**config.mk**
```make
export PLATFORM = sky130hd
export DESIGN_NAME = ws2812_tx_flat
export DESIGN_NICKNAME = d
export VERILOG_FILES = /design/src/rtl/ws2812_pkg.sv /design/src/rtl/ws2812_tx_if.sv /design/src/rtl/ws2812_bit_timer.sv /design/src/rtl/ws2812_tx.sv /design/src/flat_wrapper.sv
export SDC_FILE = /design/constraint.sdc
export NUM_CORES = 1
export LEC_CHECK = 0
export CAP_MARGIN = 15
export CORE_MARGIN = 2
export CORE_UTILIZATION = 25
export CTS_CLUSTER_DIAMETER = 30
export CTS_CLUSTER_SIZE = 20
export DETAILED_ROUTE_END_ITERATION = 7
export GPL_TIMING_DRIVEN = 1
export PLACE_DENSITY = 0.5
export SLEW_MARGIN = 20
export SYNTH_ARGS = -nofsm -noshare
export SYNTH_HDL_FRONTEND = slang
export SYNTH_SLANG_ARGS = --single-unit
```
**constraint.sdc**
```tcl
create_clock -name clk_sb -period 3.44 [get_ports clk_sb]
set_input_delay 1.032 -clock clk_sb [delete_from_list [all_inputs] [get_ports clk_sb]]
set_output_delay 1.032 -clock clk_sb [all_outputs]
set_load 0.005 [all_outputs]
```
**src/rtl/ws2812_pkg.sv**
```systemverilog
// Shared state encoding and default timing constants for the WS2812 serial transmitter.
// Timing defaults assume a 48 MHz clk_sb (1.25 us bit, 60 us end-of-frame latch).
package ws2812_pkg;

    localparam int BIT_CYC   = 60;
    localparam int T0H_CYC   = 19;
    localparam int T1H_CYC   = 38;
    localparam int RESET_CYC = 2880;
    localparam int PRIME_CYC = 4;

    typedef enum logic [1:0] {
        IDLE  = 2'd0,
        PRIME = 2'd1,
        SEND  = 2'd2,
        LATCH = 2'd3
    } state_e;

    function automatic int max3(input int a, input int b, input int c);
        int m;
        m = (a > b) ? a : b;
        return (m > c) ? m : c;
    endfunction

endpackage

```
**src/rtl/ws2812_tx_if.sv**
```systemverilog
// Pixel-feeder handshake and serial output bundle of the WS2812 transmitter.
// The feeder side is the master; the transmitter is the slave.
interface ws2812_tx_if;

    logic        send_leds_n;
    logic [23:0] rgb_data_in;
    logic        ws2812_next_led;
    logic        ws2812_dout;
    logic        busy;

    modport master (
        output send_leds_n,
        output rgb_data_in,
        input  ws2812_next_led,
        input  ws2812_dout,
        input  busy
    );

    modport slave (
        input  send_leds_n,
        input  rgb_data_in,
        output ws2812_next_led,
        output ws2812_dout,
        output busy
    );

endinterface

```
**src/rtl/ws2812_bit_timer.sv**
```systemverilog
// Decodes the shared cycle counter into the high/low window of the current bit and the
// end-of-bit strobe. Illegal T0H/T1H/BIT orderings are rejected at elaboration.
module ws2812_bit_timer #(
    parameter int BIT_CYC = ws2812_pkg::BIT_CYC,
    parameter int T0H_CYC = ws2812_pkg::T0H_CYC,
    parameter int T1H_CYC = ws2812_pkg::T1H_CYC,
    parameter int CNT_W   = 6
) (
    input  logic             en,
    input  logic [CNT_W-1:0] cnt,
    input  logic             bit_val,
    output logic             high,
    output logic             bit_done
);

    localparam logic [CNT_W-1:0] BIT_LAST = CNT_W'(BIT_CYC - 1);
    localparam logic [CNT_W-1:0] T0H      = CNT_W'(T0H_CYC);
    localparam logic [CNT_W-1:0] T1H      = CNT_W'(T1H_CYC);

    if (!((T0H_CYC < T1H_CYC) && (T1H_CYC < BIT_CYC))) begin : g_bad_timing
        $error("ws2812_bit_timer: need T0H_CYC < T1H_CYC < BIT_CYC");
    end

    always_comb begin
        high     = en && (cnt < (bit_val ? T1H : T0H));
        bit_done = en && (cnt == BIT_LAST);
    end

endmodule

```
**src/rtl/ws2812_tx.sv**
```systemverilog
// WS2812 serial transmitter: session FSM, 24-bit MSB-first shift register and pixel handshake.
// Define WS2812_TX_INVERT_EN to invert ws2812_dout (idle level 1) for an inverting level shifter.
module ws2812_tx #(
    parameter int BIT_CYC   = ws2812_pkg::BIT_CYC,
    parameter int T0H_CYC   = ws2812_pkg::T0H_CYC,
    parameter int T1H_CYC   = ws2812_pkg::T1H_CYC,
    parameter int RESET_CYC = ws2812_pkg::RESET_CYC,
    parameter int PRIME_CYC = ws2812_pkg::PRIME_CYC
) (
    input  logic        clk_sb,
    input  logic        reset,
    ws2812_tx_if.slave  bus
);

    import ws2812_pkg::*;

    localparam int CNT_MAX = max3(BIT_CYC, RESET_CYC, PRIME_CYC);
    localparam int CNT_W   = (CNT_MAX > 2) ? $clog2(CNT_MAX) : 1;

    localparam logic [CNT_W-1:0] PRIME_LAST = CNT_W'(PRIME_CYC - 1);
    localparam logic [CNT_W-1:0] LATCH_LAST = CNT_W'(RESET_CYC - 1);

`ifdef WS2812_TX_INVERT_EN
    localparam logic DOUT_IDLE = 1'b1;
`else
    localparam logic DOUT_IDLE = 1'b0;
`endif

    // A one-cycle PRIME would put the start and load pulses back to back.
    if (PRIME_CYC < 2) begin : g_bad_prime
        $error("ws2812_tx: PRIME_CYC must be at least 2");
    end

    state_e           state_q, state_d;
    logic [CNT_W-1:0] cnt_q, cnt_d;
    logic [23:0]      sr_q, sr_d;
    logic [4:0]       bit_idx_q, bit_idx_d;
    logic             next_led_q, next_led_d;

    logic send_active;
    logic bit_high;
    logic bit_done;

    assign send_active = (state_q == SEND);

    ws2812_bit_timer #(
        .BIT_CYC (BIT_CYC),
        .T0H_CYC (T0H_CYC),
        .T1H_CYC (T1H_CYC),
        .CNT_W   (CNT_W)
    ) u_bit_timer (
        .en       (send_active),
        .cnt      (cnt_q),
        .bit_val  (sr_q[23]),
        .high     (bit_high),
        .bit_done (bit_done)
    );

    always_comb begin
        // NOTE: every output of this block gets a default first, so no path can infer a latch.
        state_d    = state_q;
        cnt_d      = cnt_q;
        sr_d       = sr_q;
        bit_idx_d  = bit_idx_q;
        next_led_d = 1'b0;

        unique case (state_q)
            IDLE: begin
                if (!bus.send_leds_n) begin
                    state_d    = PRIME;
                    cnt_d      = '0;
                    next_led_d = 1'b1;
                end
            end
            PRIME: begin
                if (cnt_q == PRIME_LAST) begin
                    state_d    = SEND;
                    cnt_d      = '0;
                    sr_d       = bus.rgb_data_in;
                    bit_idx_d  = 5'd23;
                    next_led_d = 1'b1;
                end else begin
                    cnt_d = cnt_q + 1'b1;
                end
            end
            SEND: begin
                if (bit_done) begin
                    cnt_d = '0;
                    if (bit_idx_q == 5'd0) begin
                        // Pixel boundary: the request level is only looked at here.
                        if (!bus.send_leds_n) begin
                            sr_d       = bus.rgb_data_in;
                            bit_idx_d  = 5'd23;
                            next_led_d = 1'b1;
                        end else begin
                            state_d = LATCH;
                        end
                    end else begin
                        sr_d      = {sr_q[22:0], 1'b0};
                        bit_idx_d = bit_idx_q - 5'd1;
                    end
                end else begin
                    cnt_d = cnt_q + 1'b1;
                end
            end
            LATCH: begin
                if (cnt_q == LATCH_LAST) begin
                    state_d = IDLE;
                    cnt_d   = '0;
                end else begin
                    cnt_d = cnt_q + 1'b1;
                end
            end
            default: state_d = IDLE;
        endcase
    end

    always_ff @(posedge clk_sb or posedge reset) begin
        if (reset) begin
            state_q    <= IDLE;
            cnt_q      <= '0;
            sr_q       <= '0;
            bit_idx_q  <= '0;
            next_led_q <= 1'b0;
        end else begin
            // NOTE: non-blocking assignments so every flop samples the pre-edge values.
            state_q    <= state_d;
            cnt_q      <= cnt_d;
            sr_q       <= sr_d;
            bit_idx_q  <= bit_idx_d;
            next_led_q <= next_led_d;
        end
    end

    assign bus.ws2812_dout     = bit_high ^ DOUT_IDLE;
    assign bus.ws2812_next_led = next_led_q;
    assign bus.busy            = (state_q != IDLE);

endmodule

```
**src/flat_wrapper.sv**
```systemverilog
// flat-port wrapper written by rule: the top's interface ports become plain ports
module ws2812_tx_flat import ws2812_pkg::*;
#(
    parameter int BIT_CYC   = ws2812_pkg::BIT_CYC,
    parameter int T0H_CYC   = ws2812_pkg::T0H_CYC,
    parameter int T1H_CYC   = ws2812_pkg::T1H_CYC,
    parameter int RESET_CYC = ws2812_pkg::RESET_CYC,
    parameter int PRIME_CYC = ws2812_pkg::PRIME_CYC
)
  (clk_sb, reset, bus_send_leds_n, bus_rgb_data_in, bus_ws2812_next_led, bus_ws2812_dout, bus_busy);
  ws2812_tx_if bus_i ();
  input  logic clk_sb;
  input  logic reset;
  input wire logic [$bits(bus_i.send_leds_n)-1:0] bus_send_leds_n;
  input wire logic [$bits(bus_i.rgb_data_in)-1:0] bus_rgb_data_in;
  output wire logic [$bits(bus_i.ws2812_next_led)-1:0] bus_ws2812_next_led;
  output wire logic [$bits(bus_i.ws2812_dout)-1:0] bus_ws2812_dout;
  output wire logic [$bits(bus_i.busy)-1:0] bus_busy;
  assign bus_i.send_leds_n = bus_send_leds_n;
  assign bus_i.rgb_data_in = bus_rgb_data_in;
  assign bus_ws2812_next_led = bus_i.ws2812_next_led;
  assign bus_ws2812_dout = bus_i.ws2812_dout;
  assign bus_busy = bus_i.busy;
  ws2812_tx #(.BIT_CYC(BIT_CYC), .T0H_CYC(T0H_CYC), .T1H_CYC(T1H_CYC), .RESET_CYC(RESET_CYC), .PRIME_CYC(PRIME_CYC)) u_core (.clk_sb(clk_sb), .reset(reset), .bus(bus_i));
endmodule
```
=== Word-level counts from Yosys, hierarchy flattened ===
Index checks and enable logic that the tools add are counted.

* Bits in registers: 44
* Input bits: 27
* Output and inout bits: 3
* Logic and storage cells: 57

* Add/subtract/negate cells: 2
* Magnitude comparators: 1
* Eq/ne operators: 13
* Mux-type cells: 28
* Reductions and logical operators: 8

{| class="wikitable"
|+ Operators by type and width
! operator !! count
|-
| $mux W24 || 4
|-
| $mux W12 || 4
|-
| $pmux W12 S4 || 1
|-
| $pmux W24 S2 || 1
|-
| $mux W5 || 4
|-
| $add A12 B1 Y12 const B || 1
|-
| $eq A12 B12 Y1 const B || 1
|-
| $eq A12 B2 Y1 const B || 1
|-
| $eq A12 B6 Y1 const B || 1
|-
| $lt A12 B12 Y1 || 1
|-
| $mux W2 || 6
|-
| $pmux W5 S2 || 1
|-
| $ne A2 B1 Y1 const B || 4
|-
| $pmux W2 S4 || 1
|-
| $mux W6 || 1
|-
| $reduce_and A6 Y1 || 1
|-
| $logic_not A5 Y1 || 1
|-
| $sub A5 B1 Y5 const B || 1
|-
| $eq A2 B2 Y1 const B || 2
|-
| $mux W1 || 4
|-
| $ne A2 B2 Y1 const B || 2
|-
| $reduce_and A4 Y1 || 1
|-
| $reduce_bool A2 Y1 || 2
|-
| $ne A3 B3 Y1 const B || 1
|-
| other kinds (4) || 5
|}

=== Logic depth before layout (Yosys ltp) ===
* Depth in word-level cells: 4
* Gate-level depth with buffers: 9

=== Hierarchy ===
Synthesis repeated with hierarchy kept, for this count alone.

* Cells, all modules: 276
* Area total of the unflattened synthesis: 2451.1 um2

{| class="wikitable"
|+ By module, submodules not included
! module !! instances !! cells an instance !! area each (um2)
|-
| ws2812_tx || 1 || 261 || 2333.5
|-
| ws2812_bit_timer || 1 || 15 || 117.6
|}

=== Least setup slack after synthesis ===
No wires, ideal clock.

* Path kind: register to output
* Start: register u_core.state_q[0]
* End: output port bus_ws2812_dout
* Data arrival time: 1.479 ns
* Data required time: 2.408 ns
* Setup slack: 0.929 ns
* Stages on the path, launching flop included: 7
* Buffers on the path: 1
* Cells stage by stage: dfrtp_1 inv_1 ha_1 clkbuf_1 inv_1 nor4_1 and3_1

* Cells in the longest elaborated chain, start to end: 2

{| class="wikitable"
|+ RTL lines
! what !! RTL line !! text
|-
| start: declaration || ws2812_tx.sv:34 || <nowiki>state_e state_q, state_d;</nowiki>
|-
| start signal: assignment || ws2812_tx.sv:127 || <nowiki>state_q <= state_d;</nowiki>
|-
| $eq A2 B2 Y1 || ws2812_tx.sv:44 || <nowiki>assign send_active = (state_q == SEND);</nowiki>
|-
| $logic_and A1 B1 Y1 || ws2812_bit_timer.sv:25 || <nowiki>high = en && (cnt < (bit_val ? T1H : T0H));</nowiki>
|-
| end: declaration || flat_wrapper.sv:17 || <nowiki>output wire logic [$bits(bus_i.ws2812_dout)-1:0] bus_ws2812_dout;</nowiki>
|}

Every way passes these cells.

=== Worst setup path in the final report ===
Same ends and word-level chain as after synthesis.

==> impl_metrics.yaml <==
synthesis:
  yosys.cell_count.top_type: "dfrtp_1"
  synth_top_family_by_area: "simple AND/OR/NAND/NOR gates"
  synth-seq-cells: 44
  syn-num-nets: 290
  synth-simple-area-share_pct: 16.96
  synthDistinctLibCells: 46
  synth.avg_cell_area_um2: 9.776
  synth_fa_ha_area_share_pct: 5.587
  synth-edff-count: 0
  yosys-top-cells-area: "dfrtp_1 (45%), mux2i_1 (9.3%), ha_1 (5.6%), a21oi_1 (5.5%), nor2_1 (5.0%)"
  synth-main-ff-cell: "dfrtp_1"
  yosysSeqAreaShare_pct: 44.69
  synth_top_area_share_pct: 44.69
  synth.largest_area_cell: "dfrtp_1"
  syn_area_um2: 2464
  synth_compound_area_share_pct: 16.46
  async_flop_share_pct: 100.0
  yosys-top-cells-count: "dfrtp_1 (44), nor2_1 (33), a21oi_1 (27)"
  synth_warnings: 0
  syn-instance-count: 252
  synth_xor_xnor_area_share_pct: 1.778
  synth_mux_area_share_pct: 9.954
routing:
  met2_wirelength_um: 2436
  wl_per_cell_um: 13.12
  dr.first_iter.drc_count: 34
  vias_per_cell: 4.511
  met3_wirelength_um: 260
  routed.top_layer: "met4"
  drc_errors: 0
  routed_wl_um: 5394
  routed-via-count: 1854
  drtAntennaViolNets: 0
  met1_length_um: 2652
  first_pass_iters: 4
worst_hold_path:
  holdPathStages: 1
  min_to: "u_core.bit_idx_q[4]"
  hp-class: "reg2reg"
  min_from: "u_core.bit_idx_q[4]"
global_routing:
  antenna_found_initial: 0
  grt_max_degree: 56
  grt_overflow: 0
  grt_usage_pct: 10.94
  grt_pass1_wl_um: 9108
  grt_pass1_vias: 1813
critical_path:
  critPathArrivalTime_ns: 2.19
  worstReg2RegStart: "u_core.bit_idx_q[0]"
  crit_path_frequent_cell: "inv_1"
  setup.worst_path.end_class: "primary output"
  cp_slowest_stage_delay_ns: 0.50
  cp_max_fo: 8
  cp-startpoint: "u_core.state_q[0]"
  worst-r2r-setup-slack_ns: 0.96
  cp_slowest_cell: "clkdlybuf4s50_1"
  cp.required_ns: 2.41
  crit_chain: "inv_1 -> ha_4 -> inv_1 -> nor4_1 -> and3_1 -> clkdlybuf4s50_1"
  r2r_end: "u_core.state_q[1]"
  crit_type: "reg2out"
  worst_r2r_path_depth: 6
  start_kind: "flop"
layout:
  fin_nets: 316
  stdcell_count: 411
  n_antenna_cell: 0
  fill_cells: 1024
  synthToLayoutAreaGrowth_pct: 23.31
  drive_above_1_share_pct: 9.353
  post-route-util_pct: 31.37
placed_design:
  post-place-ws_ns: 0.3904
  place_congestion: 0.7917
  place_hpwl_um: 3688
  port_buffers: 29
  dp_cells: 404
sta:
  timing.final.ws_setup_ns: 0.2132
  setup_viol: 0
  finalCritPeriodShare_pct: 93.80
  fin_crit_ns: 3.227
  finClkSkew_ns: 0.003956
  relSlewSlack_pct: 51.40
  slew_viol_final: 0
  tightest_slew_ns: 0.7262
  timing.hold.ws_ns: 0.4615
  max_freq_ghz: 0.3099
  rsz0062_at_grt: "no"
  finalSetupTns_ns: 0
  finalHoldViolCount: 0
floorplan:
  pin_count: 30
  placeableCoreArea_um2: 9684
  die_w_um: 103.3
  die-area_um2: 10660
  die_height_um: 103.3
  start_util_pct: 25.44
  rows: 36
clocking:
  cts_made_buffers: 5
  root_buffer: "clkbuf_8"
  cts_tree: "done"
  clkTransAtPathRegs_ns: 0.09
  clkLatencyLatePin_ns: 0.30
  htree_levels: 2
  postCtsSetupBuffers: 0
  clock_path_buffers: 2
  cts.sinks: 44
power_and_ir_drop:
  power.density_nw_per_um2: 342.8
  p_leak_uw: 0.001413
  ir_drop_uv: 207.0
outcome:
  status: "finished, final reports clean"
run:
  cap_violations: 0
[placed cells by master (no fill, tap or decap), drive strengths merged]
| cell | n |
|---|---|
| dfrtp | 44 |
| nor2 | 33 |
| clkdlybuf4s50 | 29 |
| a21oi | 27 |
| mux2i | 23 |
| nand2 | 15 |
| o21ai | 15 |
| inv | 13 |
| ha | 11 |
| nand3 | 8 |
| nor3 | 6 |
| a22o | 6 |
| clkbuf | 5 |
| and3 | 3 |
| nand4 | 3 |
| xor2 | 3 |
| a31oi | 3 |
| nor4 | 3 |
| o22ai | 2 |
| or3 | 2 |
| xnor2 | 2 |
| or2 | 2 |
| o21a | 2 |
| bufinv | 2 |
| buf | 2 |
| o31ai | 2 |
| o31a | 2 |
| nor4b | 1 |
| or4b | 1 |
| o41a | 1 |
| o2111ai | 1 |
| mux2 | 1 |
| nor2b | 1 |
| o211ai | 1 |
| a21boi | 1 |
| a21o | 1 |
| nor3b | 1 |
[sequential cells by signal, summed over array words and instances (netlist names)]
name / cells
u_core.bit_idx_q: 5
u_core.bus.ws2812_next_led: 1
u_core.cnt_q: 12
u_core.sr_q: 24
u_core.state_q: 2
[metrics by stage]
| step | cell area, µm² | total power, µW |
|---|---|---|
| final | 3038 | 1041 |
| after global routing | 3038 | 1093 |
| after CTS | 3025 | 1060 |
| after detailed placement | 2897 | 581.0 |
| after global placement | 2897 | 580.8 |
| after floorplan | 2464 | 542.5 |
[cells by family (layout without fill, tap and decap cells)]
logic type	Yosys count	in the layout
and+or+nand+nor	79	79
AOI/OAI and AO/OA	64	64
muxes	24	24
buffers and inverters	25	51
adders and majority gates	11	11
xor gates and xnor gates	5	5
DFF	44	44
[how the worst max path moves through the flow]
stage | to | slack [ns] | cells after the start
3_5_place_dp | bus_ws2812_dout | 0.39 | 6
6_report | bus_ws2812_dout | 0.21 | 6
4_1_cts | bus_ws2812_dout | 0.05 | 6
2_1_floorplan | bus_ws2812_dout | 0.93 | 6
5_1_grt | bus_ws2812_dout | 0.01 | 6
3_3_place_gp | bus_ws2812_dout | 0.44 | 6
[report_power, final]
| group | total [µW] | internal [µW] | switching (µW) |
|---|---|---|---|
| Sequential | 517 | 517 | 0 |
| Combinational | 52.4 | 32.6 | 19.7 |
| Clock | 472 | 286 | 186 |
| Total | 1040 | 835 | 206 |
[final cells by class]
type / instances / area [µm²] / area share [%]
inverter: 13 / 48.80 / 1.606
clock inverter: 2 / 60.06 / 1.977
clock buffer: 5 / 68.82 / 2.265
tap: 133 / 166.4 / 5.478
sequential: 44 / 1101 / 36.24
timing repair buffer: 31 / 330.3 / 10.87
multi-input combinational: 183 / 1262 / 41.56
[what timing repair did]
action                                  CTS  global route
hold endpoints to repair                  0             0
endpoints found under the setup margin    0             1
hold buffers                              0             0
resized for setup                         0             2
[routing by layer]
metal  vias up  track usage, %
li1        943               -
met4         0           2.834
met1       868           14.95
met2        36           17.03
met3         7           3.159
met5         -               0
[critical path, delay by kind of cell, from the launching register on]
kind / cells / cell delay [ns]
fa+ha+maj: 1 / 0.22
flops: 1 / 0.42
simple gates: 2 / 0.47
buf+inv: 3 / 0.79
Power figures use the tool's default switching activity.
==> patch 1, RTL diff (same flow settings) <==
Build with the macro `WS2812_TX_INVERT_EN` defined.
--- a/src/rtl/ws2812_tx.sv
+++ b/src/rtl/ws2812_tx.sv
@@ -1,5 +1,7 @@
 // WS2812 serial transmitter: session FSM, 24-bit MSB-first shift register and pixel handshake.
 // Define WS2812_TX_INVERT_EN to invert ws2812_dout (idle level 1) for an inverting level shifter.
+`define WS2812_TX_INVERT_EN
+
 module ws2812_tx #(
     parameter int BIT_CYC   = ws2812_pkg::BIT_CYC,
     parameter int T0H_CYC   = ws2812_pkg::T0H_CYC,
Behaviour: not the same (a bounded check fails within 4 cycles, from zero or initial values and one cycle with reset high).
==> patch 1 against the original RTL <==
- sequential cell count did not move
- worst hold slack improved by 0.024 ns
- non-clock buffer count rose by 2
- wire length fell by 9.8%
- setup slack improved by 0.16 ns
- highest routed layer unchanged
- first-iteration DRC count rose by 56%
- final area fell by 1.8%
- cell count fell by 2.2%
- utilization rose by 0.76 points
- sequential share of layout area rose by 0.67 points
- area after synthesis fell by 2.1%
- critical path type unchanged
Power is not compared: it rests on default switching activity, and its combinational part moved more than twofold at a synthesized area within 25%.
==> patch 1: results (changes against the original RTL) <==
| Metric | Value |
|---|---|
| Vias | `1,769 (was 1,854)` |
| Worst reg2reg setup slack | `1.07 ns (was 0.96 ns)` |
| Starting DRT DRC Count | `53 (was 34)` |
| Synth area leaders | `dfrtp_1 (46%), mux2i_1 (9.5%), nand2_1 (5.6%) (was dfrtp_1 (45%), mux2i_1 (9.3%), ha_1 (5.6%))` |
| DP Cell Count | `395 (was 404)` |
| Post-synth ARST share | `100.0% (unchanged)` |
| Sequential share of the synthesized area | `45.67% (was 44.69%)` |
| GRT Residual Overflow | `0 (unchanged)` |
| Met3 Routed Length | `214 um (was 260 um)` |
| GRT Total Usage | `10.61% (was 10.94%)` |
| # Post-CTS Setup Buffers | `0 (unchanged)` |
| Post-route non-filler standard cell count | `402 (was 411)` |
| R2R Path Start | `u_core.cnt_q[6] (was u_core.bit_idx_q[0])` |
| Avg Inst Size Synth | `9.881 sq um (was 9.776 sq um)` |
| Share of layout cells above drive strength 1 | `7.326% (was 9.353%)` |
| Slowest-stage cell, CP | `or3_1 (was clkdlybuf4s50_1)` |
| Synth Net Count | `281 (was 290)` |
| Met1 Track Usage GR | `13.98% (was 14.95%)` |
| Final HPWL from detailed placement | `3463 um (was 3688 um)` |
| H-tree levels | `2 (unchanged)` |
| Setup CP Type | `reg2out (unchanged)` |
| Unique cell type count in the Yosys netlist | `45 (was 46)` |
| Total CTS buffers | `5 (unchanged)` |
| Fin crit share | `89.04% (was 93.80%)` |
| Worst-path fanout max | `7 (was 8)` |
| First-pass GRT wire length | `8666 um (was 9108 um)` |
| Post-synth top cells | `dfrtp_1 (44), nand2_1 (36), o21ai_0 (27), mux2i_1 (23), nor2_1 (11) (was dfrtp_1 (44), nor2_1 (33), a21oi_1 (27), mux2i_1 (23), nand2_1 (14))` |
| Largest regs | `u_core.sr_q: 24 flops, u_core.cnt_q: 12 flops, u_core.bit_idx_q: 5 flops (unchanged)` |
| Avg WL per Cell | `12.10 um (was 13.12 um)` |
| Clk Latency, worst-skew pair | `0.30 ns (about the same)` |
| Final hold slack | `0.4858 ns (was 0.4615 ns)` |
| Nets | `310 (was 316)` |
| Arrival time worst endpoint | `2.03 ns (was 2.19 ns)` |
| DR WL met2 | `2194 um (was 2436 um)` |
| Met3 Use GR | `3.078% (was 3.159%)` |
| Post-synth top flop | `dfrtp_1 (unchanged)` |
| Worst hold start | `u_core.sr_q[19] (was u_core.bit_idx_q[4])` |
| Place WS | `0.6837 ns (was 0.3904 ns)` |
| Crit path max-delay family | `simple AND/OR/NAND/NOR gates (was buffers and inverters)` |
| Post-route clock skew | `0.008694 ns (was 0.003956 ns)` |
| Largest stage delay on the critical path | `0.53 ns (was 0.50 ns)` |
| GR Layer Usage met2 | `16.70% (was 17.03%)` |
| Routed length on met1 | `2374 um (was 2652 um)` |
| Routability Congestion | `0.7144 (was 0.7917)` |
| Status | `finished clean (unchanged)` |
| Worst-Margin Slew | `0.6796 ns (was 0.7262 ns)` |
| Largest net degree at the start of global routing | `45 (was 56)` |
-- patch 1: worst register-to-register path: cells and delay by family, from the launching register on --
kind / cells / cell delay (ns)
simple gates: 3 / 0.99
compound gates: 2 / 0.52
flops: 1 / 0.45
buf+inv: 1 / 0.30
-- patch 1: final timing paths --
path | endpoint | depth (start not counted)
setup reg to reg | u_core.sr_q[14] | 6
max in group asynchronous | u_core.bus.ws2812_next_led | 3
setup / recovery | bus_ws2812_dout | 4
hold / removal | u_core.sr_q[19] | 2
min in group asynchronous | u_core.sr_q[22] | 3
hold reg to reg | u_core.sr_q[19] | 2
-- patch 1: report_power, final --
| part | switching (mW) | internal (mW) |
|---|---|---|
| Clock | 0.176 | 0.286 |
| Combinational | 0.598 | 0.452 |
| Sequential | 0.114 | 0.703 |
-- patch 1: cells by family (layout without fill, tap and decap cells) --
group           Yosys count  count (layout)  share of synthesized area (%)
compound gates           52              52                          15.31
flops                    44              44                          45.67
xor+xnor                  9               9                          3.270
simple gates             84              84                          16.87
mux                      24              24                          10.02
buf+inv                  21              50                          3.685
fa+ha+maj                10              10                          5.189
-- patch 1: final cells by class --
cell class | count | area [sq um]
timing repair buffer | 33 | 332.8
clock inverter | 2 | 60.06
multi-input combinational | 179 | 1221
inverter | 10 | 37.54
fill | 986 | 6301
clock buffer | 5 | 68.82
tap | 129 | 161.4
sequential | 44 | 1101
-- patch 1: per-stage QoR --
stage / util [%] / total power, mW / cell area (sq um)
3_3_place_gp: 30.74 / 1.889 / 2854
3_5_place_dp: 30.74 / 1.913 / 2854
2_1_floorplan: - / 1.603 / 2411
5_1_grt: 32.13 / 2.565 / 2983
4_1_cts: 32.13 / 2.391 / 2983
6_report: 32.13 / 2.330 / 2983
==> patch 2, RTL diff (config.mk and constraints unchanged) <==
Without the edit above. The 4 states of `state_e` get a one-hot encoding in 4 bits.
--- a/src/rtl/ws2812_pkg.sv
+++ b/src/rtl/ws2812_pkg.sv
@@ -8,11 +8,11 @@
     localparam int RESET_CYC = 2880;
     localparam int PRIME_CYC = 4;
 
-    typedef enum logic [1:0] {
-        IDLE  = 2'd0,
-        PRIME = 2'd1,
-        SEND  = 2'd2,
-        LATCH = 2'd3
+    typedef enum logic [3:0] {
+        IDLE  = 4'b0001,
+        PRIME = 4'b0010,
+        SEND  = 4'b0100,
+        LATCH = 4'b1000
     } state_e;
 
     function automatic int max3(input int a, input int b, input int c);
Behaviour: no difference found for any inputs over 10 cycles, from zero or initial values and one cycle with reset high; not proved beyond that.
==> patch 2 against the original RTL <==
- final area up 2.1%
- die area up 2.7%
- critical path type unchanged
- register-to-register slack worse by 0.23 ns
- setup slack better by 0.092 ns
- largest cell class unchanged
- critical path depth up 1
- wire length up 8.6%
- area after synthesis up 2.8%
- sequential cell count up 2
Power is not compared: it rests on default switching activity, and its combinational part moved more than twofold at a synthesized area within 25%.
==> patch 2: results (changes against the original RTL) <==
| Metric | Value |
|---|---|
| First-pass GRT wire length | `9832 um (was 9108 um)` |
| Worst-Margin Slew | `0.9838 ns (was 0.7262 ns)` |
| Worst-path fanout max | `4 (was 8)` |
| DP Area | `2987 sq um (was 2897 sq um)` |
| Worst VDD drop | `233.4 uV` |
| GRT Total Usage | `11.04% (was 10.94%)` |
| DP Cell Count | `412 (was 404)` |
| Largest net degree at the start of global routing | `34 (was 56)` |
| Compound-Gate Fraction of Synth Area | `21.43% (was 16.46%)` |
| Buffers on Ports | `29 (unchanged)` |
| Post-synthesis xor/xnor area fraction | `0.6914% (was 1.778%)` |
| Largest stage delay on the critical path | `0.42 ns (was 0.50 ns)` |
| Synth Net Count | `288 (was 290)` |
| Post-synth top cells | `o21ai_0 (46), dfrtp_1 (45), mux2i_1 (24), o21ai_1 (17), nand2_1 (12) (was dfrtp_1 (44), nor2_1 (33), a21oi_1 (27), mux2i_1 (23), nand2_1 (14))` |
| Vias | `2,037 (was 1,854)` |
| Routability Congestion | `0.8122 (was 0.7917)` |
| Post-synthesis mux area share | `9.481% (was 9.954%)` |
| Avg WL per Cell | `13.95 um (was 13.12 um)` |
| Nets | `319 (was 316)` |
| Final HPWL from detailed placement | `4018 um (was 3688 um)` |
| Slowest-stage cell, CP | `dfrtp_1 (was clkdlybuf4s50_1)` |
| Place WS | `0.2736 ns (was 0.3904 ns)` |
| Status | `finished clean (unchanged)` |
| Share of layout cells above drive strength 1 | `11.85% (was 9.353%)` |
| Starting DRT DRC Count | `79 (was 34)` |
| Post-CTS Resized | `2 (was 0)` |
| Adder-cell share of the synthesized area | `2.963% (was 5.587%)` |
| Arrival time worst endpoint | `2.10 ns (was 2.19 ns)` |
| Unique cell type count in the Yosys netlist | `54 (was 46)` |
| Synth area leaders | `dfrtp_1 (44%), mux2i_1 (9.5%), o21ai_0 (9.1%) (was dfrtp_1 (45%), mux2i_1 (9.3%), ha_1 (5.6%))` |
| Avg Inst Size Synth | `9.936 sq um (was 9.776 sq um)` |
| Sequential share of the synthesized area | `45.48% (was 44.69%)` |
| Post-route non-filler standard cell count | `420 (was 411)` |
## patch 2: cell families (layout without fill, tap and decap cells)
family	after synthesis	after routing
XOR/XNOR	2	2
buffers and inverters	20	52
adder cells (fa/ha/maj)	6	6
AND/OR/NAND/NOR	68	68
flip-flops	46	46
multiplexers	24	24
AO/OA/AOI/OAI	89	89
## patch 2: final timing paths
kind | to | cells after the start | start | slack, ns
max in group asynchronous | u_core.state_q[0] | 3 | reset | 1.83
setup reg to reg | u_core.sr_q[21] | 6 | u_core.state_q[1] | 0.73
hold / removal | u_core.sr_q[20] | 2 | u_core.sr_q[20] | 0.52
min in group asynchronous | u_core.sr_q[12] | 2 | reset | 0.99
hold reg to reg | u_core.sr_q[20] | 2 | u_core.sr_q[20] | 0.52
setup / recovery | bus_ws2812_dout | 7 | u_core.sr_q[23] | 0.30
## patch 2: metal layers
layer | up-vias | track usage [%] | part of all wire, %
met5 | - | 0 | 0
met4 | 0 | 2.857 | 0.90
met3 | 4 | 2.433 | 3.7
met2 | 36 | 17.32 | 43
met1 | 993 | 15.44 | 52
li1 | 1004 | - | -
## patch 2: critical path, delay by kind of cell (launching register included)
family	cells	cell delay (ns)
buffers and inverters	2	0.37
adders and majority gates	1	0.29
DFF	1	0.42
AOI/OAI and AO/OA	3	0.65
and+or+nand+nor	1	0.08
## patch 2: cell type report
type,instances,area (sq um)
clock inverters,3,45.04
multi-input cells,189,1285
flip-flops and latches,46,1152
well taps,133,166.4
repair buffers,39,364.1
inverters,5,18.77
clock buffers,5,68.82
fillers,1062,6719
